## src/rtl/uart_frame_parser_pkg.sv

```systemverilog
// Shared definitions for the UART command-frame parser: state codes,
// frame field positions and the frame checksum.
package uart_frame_parser_pkg;

  typedef enum logic [2:0] {
    S_IDLE = 3'd0,
    S_OPC  = 3'd1,
    S_ARGH = 3'd2,
    S_ARGL = 3'd3,
    S_CHK  = 3'd4,
    S_HOLD = 3'd5
  } state_t;

  localparam logic [7:0] SYNC_DEFAULT = 8'hAA;

  localparam int FLD_SYNC  = 0;
  localparam int FLD_OPC   = 1;
  localparam int FLD_ARGH  = 2;
  localparam int FLD_ARGL  = 3;
  localparam int FLD_CHK   = 4;
  localparam int FRAME_LEN = 5;

  function automatic logic [7:0] frame_chk(
    input logic [7:0] opc,
    input logic [7:0] argh,
    input logic [7:0] argl
  );
    return opc ^ argh ^ argl;
  endfunction

endpackage

```

## src/rtl/uart_frame_parser_idle_timer.sv

```systemverilog
// Inter-byte idle timer for the frame parser; only built with
// PARSER_TIMEOUT_EN. Counts while run is high and no byte arrives.
module uart_idle_timer #(
  parameter int TIMEOUT_CYCLES = 520830,
  parameter int TO_BITS        = 20
) (
  input  logic clk,
  input  logic rst_n,
  input  logic run,
  input  logic clear,
  output logic expire
);

  localparam logic [TO_BITS-1:0] LAST = TO_BITS'(TIMEOUT_CYCLES - 1);

  logic [TO_BITS-1:0] cnt;

  assign expire = run && (cnt == LAST);

  always_ff @(posedge clk or negedge rst_n) begin
    if (!rst_n) begin
      cnt <= '0;
    end else if (!run || clear || expire) begin
      cnt <= '0;
    end else begin
      cnt <= cnt + 1'b1;
    end
  end

endmodule

```

## src/rtl/uart_frame_parser.sv

```systemverilog
// Pops bytes from an RX FIFO and decodes SYNC/OPC/ARGH/ARGL/CHK frames.
// Define PARSER_TIMEOUT_EN to abort stalled frames after TIMEOUT_CYCLES.
module uart_frame_parser
  import uart_frame_parser_pkg::*;
#(
  parameter logic [7:0] SYNC_BYTE      = SYNC_DEFAULT,
  parameter int         TIMEOUT_CYCLES = 520830,
  parameter int         TO_BITS        = 20
) (
  input  logic        clk_50MHz,
  input  logic        reset_n,
  input  logic        rx_empty,
  input  logic [7:0]  read_data,
  output logic        read_uart,
  output logic        cmd_valid,
  input  logic        cmd_ready,
  output logic [7:0]  cmd_opcode,
  output logic [15:0] cmd_arg,
  output logic        frame_err,
  output logic [7:0]  err_count
);

  state_t     state, state_nxt;
  logic       popped_q;
  logic       pop;
  logic       timeout;
  logic       err_evt;
  logic [7:0] opc_q, argh_q, argl_q;
  logic [7:0] err_q;
  logic       frame_err_q;

  // Gated by reset_n so no byte is lost while the FSM is held in reset.
  assign pop = reset_n && !rx_empty && !popped_q
               && (state != S_HOLD);

  assign read_uart  = pop;
  assign cmd_valid  = (state == S_HOLD);
  assign cmd_opcode = opc_q;
  assign cmd_arg    = {argh_q, argl_q};
  assign frame_err  = frame_err_q;
  assign err_count  = err_q;

`ifdef PARSER_TIMEOUT_EN
  logic run;

  assign run = (state == S_OPC) || (state == S_ARGH)
               || (state == S_ARGL) || (state == S_CHK);

  uart_idle_timer #(
    .TIMEOUT_CYCLES(TIMEOUT_CYCLES),
    .TO_BITS       (TO_BITS)
  ) u_timer (
    .clk   (clk_50MHz),
    .rst_n (reset_n),
    .run   (run),
    .clear (pop),
    .expire(timeout)
  );
`else
  logic unused_cfg;

  assign unused_cfg = ^{TIMEOUT_CYCLES[0], TO_BITS[0]};
  assign timeout    = 1'b0;
`endif

  always_comb begin
    state_nxt = state;
    err_evt   = 1'b0;
    unique case (state)
      S_IDLE:
        if (pop && read_data == SYNC_BYTE) state_nxt = S_OPC;
      S_OPC:  if (pop) state_nxt = S_ARGH;
      S_ARGH: if (pop) state_nxt = S_ARGL;
      S_ARGL: if (pop) state_nxt = S_CHK;
      S_CHK:
        if (pop) begin
          if (read_data == frame_chk(opc_q, argh_q, argl_q)) begin
            state_nxt = S_HOLD;
          end else begin
            state_nxt = S_IDLE;
            err_evt   = 1'b1;
          end
        end
      S_HOLD: if (cmd_ready) state_nxt = S_IDLE;
      default: state_nxt = S_IDLE;
    endcase
    // A byte arriving in the expiry cycle keeps the frame alive.
    if (!pop && timeout) begin
      state_nxt = S_IDLE;
      err_evt   = 1'b1;
    end
  end

  always_ff @(posedge clk_50MHz or negedge reset_n) begin
    if (!reset_n) begin
      state       <= S_IDLE;
      popped_q    <= 1'b0;
      frame_err_q <= 1'b0;
      err_q       <= '0;
      opc_q       <= '0;
      argh_q      <= '0;
      argl_q      <= '0;
    end else begin
      state       <= state_nxt;
      popped_q    <= pop;
      frame_err_q <= err_evt;
      if (err_evt && err_q != 8'hFF) err_q <= err_q + 1'b1;
      if (pop) begin
        unique case (1'b1)
          state == S_OPC:  opc_q  <= read_data;
          state == S_ARGH: argh_q <= read_data;
          state == S_ARGL: argl_q <= read_data;
          default: ;
        endcase
      end
    end
  end

endmodule

```

## config.mk

```make
export PLATFORM = sky130hd
export DESIGN_NAME = uart_frame_parser
export DESIGN_NICKNAME = d
export VERILOG_FILES = /design/src/rtl/uart_frame_parser_pkg.sv /design/src/rtl/uart_frame_parser_idle_timer.sv /design/src/rtl/uart_frame_parser.sv
export SDC_FILE = /design/constraint.sdc
export NUM_CORES = 1
export LEC_CHECK = 0
export ABC_AREA = 1
export CELL_PAD_IN_SITES_DETAIL_PLACEMENT = 2
export CELL_PAD_IN_SITES_GLOBAL_PLACEMENT = 2
export CORE_ASPECT_RATIO = 1.5
export CORE_UTILIZATION = 25
export DETAILED_ROUTE_END_ITERATION = 12
export PLACE_DENSITY = 0.74
export SLEW_MARGIN = 20
export SYNTH_ARGS = -nofsm -noshare
export SYNTH_HDL_FRONTEND = slang
export SYNTH_HIERARCHICAL = 1
export SYNTH_SLANG_ARGS = --single-unit
```

## constraint.sdc

```tcl
create_clock -name clk_50MHz -period 2.08 [get_ports clk_50MHz]
set_clock_uncertainty 0.2 [all_clocks]
set_input_delay 0.312 -clock clk_50MHz [delete_from_list [all_inputs] [get_ports clk_50MHz]]
set_output_delay 0.312 -clock clk_50MHz [all_outputs]
set_load 0.01 [all_outputs]
```

## Word-level counts from Yosys, hierarchy flattened

Cells that the tools add are included.

| word-level totals | value |
|---|---|
| flip-flop bits (word level) | 37 |
| latch bits | 0 |
| RAM bits | 0 |
| bits in read-only memories | 0 |
| output and inout bits | 35 |
| logic and storage cells | 48 |
| memories | 0 |

| cells by class | value |
|---|---|
| $add $sub $neg | 1 |
| $mul | 0 |
| divide/modulo/power cells | 0 |
| $lt $le $gt $ge | 0 |
| equality and inequality tests | 15 |
| shifts and indexed selects | 0 |
| mux-type cells | 11 |
| bitwise logic cells | 2 |
| reductions and logical operators | 12 |

Operators with widths:

| operator | count |
|---|---|
| two-way mux 3 bit | 7 |
| case mux 3 bit (6 select lines) | 1 |
| bitwise XOR 8 bit | 2 |
| inequality test 2 bit (second input constant) | 5 |
| adder 8 x 1 -> 8 bit (second input constant) | 1 |
| == test 8 bit | 1 |
| == test 8 bit (second input constant) | 1 |
| inequality test 8 bit (second input constant) | 1 |
| == test 3 x 2 -> 1 bit (second input constant) | 2 |
| == test 3 bit (second input constant) | 2 |
| AND reduction 2 bit | 3 |
| AND reduction 6 bit | 1 |
| logical AND 1 bit | 5 |
| == test 3 x 1 -> 1 bit (second input constant) | 1 |
| zero test 3 bit | 1 |
| two-way mux 1 bit | 3 |
| inequality test 3 bit (second input constant) | 1 |
| zero test 1 bit | 2 |
| inequality test 2 x 1 -> 1 bit (second input constant) | 1 |

## Logic depth before layout (Yosys ltp)

Gate-level depths: netlist of run 1.

| logic depth | value |
|---|---|
| depth after elaboration | 7 |
| gate-level depth with buffers | 12 |
| gate-level depth less buffers | 12 |

## Worst setup path after synthesis of run 1

Ideal clock, no wire load.

| path | value |
|---|---|
| path type | reg-to-reg |
| start | register err_q[0], in the netlist err_count[0] |
| end | register err_q[5], in the netlist err_count[5] |
| library setup time | 0.067 ns |
| arrival | 1.438 ns |
| data required time | 1.813 ns |
| slack | 0.375 ns |
| cell stages (with the launch flop) | 9 |
| cell sequence | dfrtp_1 > ha_1 > nand2_1 > nor2_1 > and2_1 > nand4_2 > nand3_4 > nand2_1 > nand2_1 |

| on the way | value |
|---|---|
| word-level cells in the longest chain between the ends | 2 |
| elaborated cells on any way between the ends | 3 |
| classes of those cells | add/sub: 1; eq/ne: 1; reduce/logical: 1 |

RTL lines:

| element | line | text |
|---|---|---|
| start, declared | uart_frame_parser.sv:29 | `logic [7:0] err_q;` |
| start signal, assigned | uart_frame_parser.sv:107 | `if (err_evt && err_q != 8'hFF) err_q <= err_q + 1'b1;` |
| parallel branches: the longest is 2 deep, another holds adder 8 x 1 -> 8 bit | n/a |  |

Several ways; the timed one is not identified.
A chain may end at the register's enable or synchronous reset.

## Worst setup path after layout of run 1

| path | value |
|---|---|
| start | input reset_n |
| end | output read_uart |

| on the way | value |
|---|---|
| word-level cells in the longest chain between the ends | 3 |

RTL lines:

| element | line | text |
|---|---|---|
| start, declared | uart_frame_parser.sv:11 | `input logic reset_n,` |
| logical AND 1 bit (2 in series) | uart_frame_parser.sv:33 | `assign pop = reset_n && !rx_empty && !popped_q` |
| logical AND 1 bit | uart_frame_parser.sv:34 | `&& (state != S_HOLD);` |
| end, declared | uart_frame_parser.sv:14 | `output logic read_uart,` |

Every way passes these cells.

==> results.toml, run 1 <==
[detailed_routing]
vias = 2062
ant_nets = 0
drtIter0Drc = 64
vias_per_cell = 4.52
drc_errors = 0
drt-total-wl_um = 6320
drt-pass1-iter-count = 4
wl_per_cell_um = 13.9

[sta]
hold_viol_final = 0
clock.fmax_mhz = 519
worst_pin_slew_ns = 0.508
rsz0062_at_grt = "no"
period_needed_ns = 1.93
finalSetupTns_ns = 0
setup_viol = 0
drv_slew = 0
slew_headroom_pct = 66.1
fin_crit_sh_pct = 92.6

[synthesis]
synth_area_leaders = "dfrtp_1 45%, nand2_1 19%, inv_1 7.1%, o21ai_0 5.9%, xor2_1 3.8%"
synthTopCellsByCount = "105 x nand2_1, 39 x inv_1, 37 x dfrtp_1, 24 x o21ai_0, 19 x nor2_1"
ys_warn_count = 6
synthCells = 278
yosysTopAreaCell = "dfrtp_1"
synth_top_area_share_pct = 45.2
synthFlopType = "dfrtp_1"
synth_edf_count = 0
syn_nets = 291
ys_seq_elements = 37
synthArstFlopShare_pct = 100
synth_cell_type_count = 26
synth_most_common_cell = "nand2_1"
synthesis.area_um2 = 2050
synth_area_per_cell_um2 = 7.37
ys_seq_area_share_pct = 45.2

[setup_path]
cp_cell_sequence = "dlygate4sd3_1 -> buf_2 -> nand2_2 -> nor2_1 -> dlygate4sd2_1"
cp-end-kind = "output pin"
max_stage_delay_ns = 0.51
reg2reg_from = "err_count[0]"
setup.worst_path.start_class = "primary input"
worst-path-buf-inv = 3
critPathTopFamily = "buffers and inverters"
slowest_stage = "dlygate4sd3_1"
cp_max_fo = 2
arrival_ns = 1.41
worstPathRequired_ns = 1.57
critPathLaunch = "reset_n"
crit_type = "primary input to output pin"

[job]
cap_viol_max_count = 0

[clock_tree]
htreeDepth = 2
clockBufferDepth = 2
cts.sinks = 37
path_clk_slew_ns = 0.06
numCtsBuffers = 5
cts_root_buffer = "clkbuf_16"
tritoncts = "built"
post_cts_buffers = 0
insertion_delay_ns = 0.28

[power]
p_leak_nw = 1.49
power_density_nw_per_um2 = 1310
vdd_drop_max_mv = 0.386

[die]
die_h_um = 113
dieArea_um2 = 8570
num_rows = 40
io-pin-count = 47
dieWidth_um = 75.9
start_util_pct = 25.7
core-area_um2 = 7960

[place]
gp_congestion = 0.731
dpl-instance-area_um2 = 2780
port_buffers = 46
hpwl_um = 4800

[layout]
final_area_um2 = 2930
fin_nets = 363
areaGrowthSynthToFinish_pct = 43.2
layout-drive-gt1-share_pct = 10.8
antennaDiodeCount = 0

[global_routing]
antenna_found_initial = 0
grt_max_degree = 38
gr-total-overflow = 0
grt.total_usage_pct = 16.0
grt_pass1_wl_um = 10900
grt_pass1_vias = 2352

[hold_path]
hold_class = "register to register"
min-delay-start = "argh_q[1]"

[outcome]
status = "completed"
[worst min-delay path, stage by stage (launching register included)]
cell and delay, ns:
dfrtp_1 0.38, nand2_1 0.06, o21ai_0 0.06
[through the flow]
| stage | util, % | cells | total power [mW] | hold slack [ns] | setup WS (ns) |
|---|---|---|---|---|---|
| after floorplan | - | 278 | 2.23 | -0.184 | 0.375 |
| after global placement | 34.9 | 447 | 3.03 | 0.236 | -0.0557 |
| after detailed placement | 34.9 | 447 | 3.13 | 0.244 | -0.0930 |
| after CTS | 36.8 | 456 | 3.91 | 0.350 | 0.0567 |
| after global routing | 36.9 | 456 | 4.19 | 0.385 | 0.00188 |
| final | 36.9 | 456 | 3.85 | 0.341 | 0.155 |
[cell usage in the layout (no fill, tap or decap), types with 3 or more instances in the layout]
cell and n:
a21oi_1 3, buf_4 21, clkbuf_1 3, clkbuf_16 5, clkdlybuf4s50_1 43, dfrtp_1 37
inv_1 38, inv_2 3, nand2_1 105, nand3_1 5, nand4_1 12, nor2_1 19
o21ai_0 24, xnor2_1 5, xor2_1 9
[repair_timing]
action / CTS / global route
endpoints found under the hold margin: 37 / 0
hold buffers: 1 / 0
setup endpoints to repair: 2 / 10
resized for setup: 4 / 1
[layer usage]
metal	routed length, µm	up-vias	global-route usage, %
li1	-	1007	-
met1	2470	1022	16.7
met2	3620	29	32.7
met3	177	4	2.58
met4	51	0	3.85
met5	0	-	0
[area by class of cell]
| cell class | instances | area, µm² |
|---|---|---|
| clock buffer | 8 | 136 |
| fill | 898 | 5020 |
| inverter | 41 | 154 |
| multi-input combinational | 197 | 966 |
| sequential | 37 | 926 |
| tap | 105 | 131 |
| timing repair buffer | 68 | 621 |
[cell families after synthesis]
| family | Yosys count | synth area share (%) |
|---|---|---|
| compound gates | 29 | 7.09 |
| xor+xnor | 14 | 5.99 |
| fa+ha+maj | 1 | 0.611 |
| buf+inv | 44 | 8.19 |
| flops | 37 | 45.2 |
| simple gates | 153 | 32.9 |
[registers in the layout, indices dropped and copies added, names as in the netlist]
name,flops
argh_q,8
err_count,8
popped_q,1
state,3
cmd_opcode,8
argl_q,8
frame_err,1
[power by group]
part / total [mW] / leakage, nW / switching (mW) / internal (mW)
logic: 1.83 / 0.944 / 0.958 / 0.872
clock network: 0.730 / 0.0652 / 0.284 / 0.446
registers: 1.29 / 0.484 / 0.311 / 0.981
[worst paths after layout]
kind	cells past startpoint	slack, ns	endpoint
max in group asynchronous	3	0.88	argl_q[6]
min in group asynchronous	3	0.45	frame_err
hold reg to reg	2	0.34	argh_q[1]
setup reg to reg	8	0.16	err_count[5]
hold / removal	2	0.34	argh_q[1]
setup / recovery	5	0.15	read_uart
Note: power is estimated with default switching activity, not from simulation.
==> inputs of run 2 (changes only) <==
--- a/config.mk
+++ b/config.mk
@@ -5,13 +5,12 @@
 export SDC_FILE = /design/constraint.sdc
 export NUM_CORES = 1
 export LEC_CHECK = 0
-export ABC_AREA = 1
 export CELL_PAD_IN_SITES_DETAIL_PLACEMENT = 2
 export CELL_PAD_IN_SITES_GLOBAL_PLACEMENT = 2
 export CORE_ASPECT_RATIO = 1.5
 export CORE_UTILIZATION = 25
 export DETAILED_ROUTE_END_ITERATION = 12
-export PLACE_DENSITY = 0.74
+export PLACE_DENSITY = 0.67
 export SLEW_MARGIN = 20
 export SYNTH_ARGS = -nofsm -noshare
 export SYNTH_HDL_FRONTEND = slang
==> run 2 against run 1 <==
The flow now finishes with violations (negative setup slack). Die area down 11%. Largest power group unchanged. Highest routed layer unchanged. Critical path depth up 3. Worst setup slack worse by 0.18 ns. Cell area down 5.1%.
==> results.toml, run 2 <==
[outcome]
status = "finished with violations"
violations = "negative setup slack"

[synthesis]
synth_edf_count = 0
synthFlopType = "dfrtp_1"
synth_area_leaders = "dfrtp_1 51%, mux2_2 16%, xnor2_1 10%, xor2_1 4.8%, nor2_1 1.9%"
synthCells = 150
synth_cell_type_count = 32
ys_seq_area_share_pct = 51.0
synthTopCellsByCount = "37 x dfrtp_1, 25 x mux2_2, 21 x xnor2_1, 10 x xor2_1, 9 x nor2_1"
synthArstFlopShare_pct = 100
synthesis.area_um2 = 1820
synth_most_common_cell = "dfrtp_1"
syn_nets = 163
synth_area_per_cell_um2 = 12.1
ys_seq_elements = 37
yosysTopAreaCell = "dfrtp_1"
ys_warn_count = 6
synth_top_area_share_pct = 51.0

[detailed_routing]
drtIter0Drc = 19
drc_errors = 0
ant_nets = 0
dr_wl_met2_um = 2990
wl_met3_um = 163
routedLengthMet1_um = 2040
vias_per_cell = 4.70
drt-pass1-iter-count = 3
wl_per_cell_um = 17.1
highest_layer = "met4"
vias = 1449
drt-total-wl_um = 5260

[sta]
drv_slew = 0
setup_viol = 2
clock.fmax_mhz = 475
slew_headroom_pct = 67.7
period_needed_ns = 2.11
rsz0062_at_grt = "yes"
hold_viol_final = 0
worst_pin_slew_ns = 0.485
whs_ns = 0.0589
fin_crit_sh_pct = 101
setup_ws_ns = -0.0274

[setup_path]
arrival_ns = 2.08
worstPathRequired_ns = 2.06
cp-end-kind = "register"
cp_max_fo = 4
crit_type = "primary input to register"
setup.worst_path.start_class = "primary input"

[clock_tree]
cts.sinks = 37
post_cts_buffers = 0
htreeDepth = 2
cts_root_buffer = "clkbuf_8"
tritoncts = "built"
ctsHoldBuffers = 0
numCtsBuffers = 5
path_clk_slew_ns = 0.07
clockBufferDepth = 2
insertion_delay_ns = 0.29

[die]
num_rows = 37
dieArea_um2 = 7610
io-pin-count = 47
dieWidth_um = 71.6
start_util_pct = 26.1
die_h_um = 106
core-area_um2 = 6940

[power]
combPwrFrac_pct = 50.5
p_leak_nw = 1.27
power_density_nw_per_um2 = 1310
finalPower_mw = 3.63
swShare_pct = 34.4
p_switching_mw = 1.25
p_int_mw = 2.39
seqPwrFrac_pct = 35.4
vdd_drop_max_mv = 0.403
clkPwrFrac_pct = 14.2

[layout]
antennaDiodeCount = 0
fin_nets = 243
areaGrowthSynthToFinish_pct = 53.3
final_area_um2 = 2780
layout-drive-gt1-share_pct = 37.0
mostFrequentLayoutCells = "37 x dfrtp_1, 37 x clkdlybuf4s50_1, 32 x buf_4"
n_fill_cell = 731
stdcell_count = 308

[global_routing]
grt_pass1_wl_um = 8560
antenna_found_initial = 0
grt_max_degree = 38
grt.total_usage_pct = 15.1
gr-total-overflow = 0
grt_pass1_vias = 1662

[place]
port_buffers = 46
hpwl_um = 3940
dpl-instance-area_um2 = 2570
gp_congestion = 0.767
placedCellCount = 301

[hold_path]
hold_class = "primary input to async pin"

[job]
cap_viol_max_count = 0
-- run 2: cell types whose count changed after synthesis, sizes merged, moves of 2 or more --
cell	previous run	this run
inv	41	3
nor4bb	0	2
o21ai	26	1
nand4	13	2
nand3	6	3
nand2	107	8
or4	0	2
xnor2	5	21
nor4	0	4
mux2	0	25
nor2	21	11
-- run 2: worst max-delay path, cell delays in order --
cell and delay [ns]:
clkdlybuf4s50_1 0.48, xnor2_2 0.17, xnor2_1 0.13, nand4_1 0.18, nor2_4 0.09, nor3_2 0.25
buf_4 0.16, mux2_2 0.31
-- run 2: final timing paths --
check                             start             to  slack, ns  depth (start not counted)
min reg2reg                err_count[4]   err_count[4]       0.33                          1
min in group clk_50MHz          reset_n       popped_q       0.24                          4
max                        read_data[3]   err_count[1]      -0.03                          8
max reg2reg                   argl_q[7]   err_count[1]       0.02                          7
max in group asynchronous       reset_n  cmd_opcode[2]       1.28                          3
min                             reset_n       popped_q       0.06                          3
-- run 2: per-layer routing --
layer | up-vias | track usage (%)
li1 | 678 | -
met1 | 729 | 16.3
met2 | 36 | 28.9
met3 | 6 | 2.75
met4 | 0 | 4.62
met5 | - | 0
-- run 2: through the flow --
step | setup slack [ns] | TNS, ns | utilization [%]
final | -0.0274 | -0.0395 | 40.1
after global routing | -0.0925 | -0.495 | 40.1
after CTS | -0.00451 | -0.00451 | 38.5
after detailed placement | -0.375 | -6.46 | 37.1
after global placement | -0.345 | -4.96 | 37.1
after floorplan | 0.0260 | 0 | -
-- run 2: power by group through the flow --
stage	logic (mW)	registers, mW	clock network, mW
after floorplan	0.796	1.35	0
after global placement	1.72	1.26	0
after detailed placement	1.75	1.28	0
after CTS	1.77	1.27	0.538
after global routing	1.99	1.33	0.566
final	1.83	1.28	0.514
-- run 2: what timing repair did --
action	4_1_cts	5_1_grt
gates resized for setup	5	21
endpoints found under the hold margin	0	0
pin swaps	0	10
setup endpoints to repair	6	16
-- run 2: cells by family (layout without fill, tap and decap cells) --
logic type               after synthesis  in the layout  share of synthesized area (%)
AND/OR/NAND/NOR                       40             40                           12.5
flip-flops                            37             37                           51.0
XOR/XNOR                              31             31                           15.0
multiplexers                          26             26                           16.1
buffers and inverters                  8             88                           2.48
AO/OA/AOI/OAI                          7              7                           2.34
adder cells (fa/ha/maj)                1              1                          0.689
-- run 2: final cells by class --
class / instances / area, µm² / share of cell area, %
well taps: 78 / 97.6 / 3.51
inverters: 3 / 11.3 / 0.404
multi-input cells: 105 / 955 / 34.3
clock buffers: 7 / 86.3 / 3.10
repair buffers: 78 / 708 / 25.4
flip-flops and latches: 37 / 926 / 33.3
==> inputs of run 3 (changes only) <==
--- a/config.mk
+++ b/config.mk
@@ -5,11 +5,13 @@
 export SDC_FILE = /design/constraint.sdc
 export NUM_CORES = 1
 export LEC_CHECK = 0
+export ABC_CLOCK_PERIOD_IN_PS = 2080
 export CELL_PAD_IN_SITES_DETAIL_PLACEMENT = 2
 export CELL_PAD_IN_SITES_GLOBAL_PLACEMENT = 2
 export CORE_ASPECT_RATIO = 1.5
 export CORE_UTILIZATION = 25
 export DETAILED_ROUTE_END_ITERATION = 12
+export HOLD_SLACK_MARGIN = 0.05
 export PLACE_DENSITY = 0.67
 export SLEW_MARGIN = 20
 export SYNTH_ARGS = -nofsm -noshare
==> results of run 3 <==
No change in the layout: final DEF, timing and power equal those of run 2.
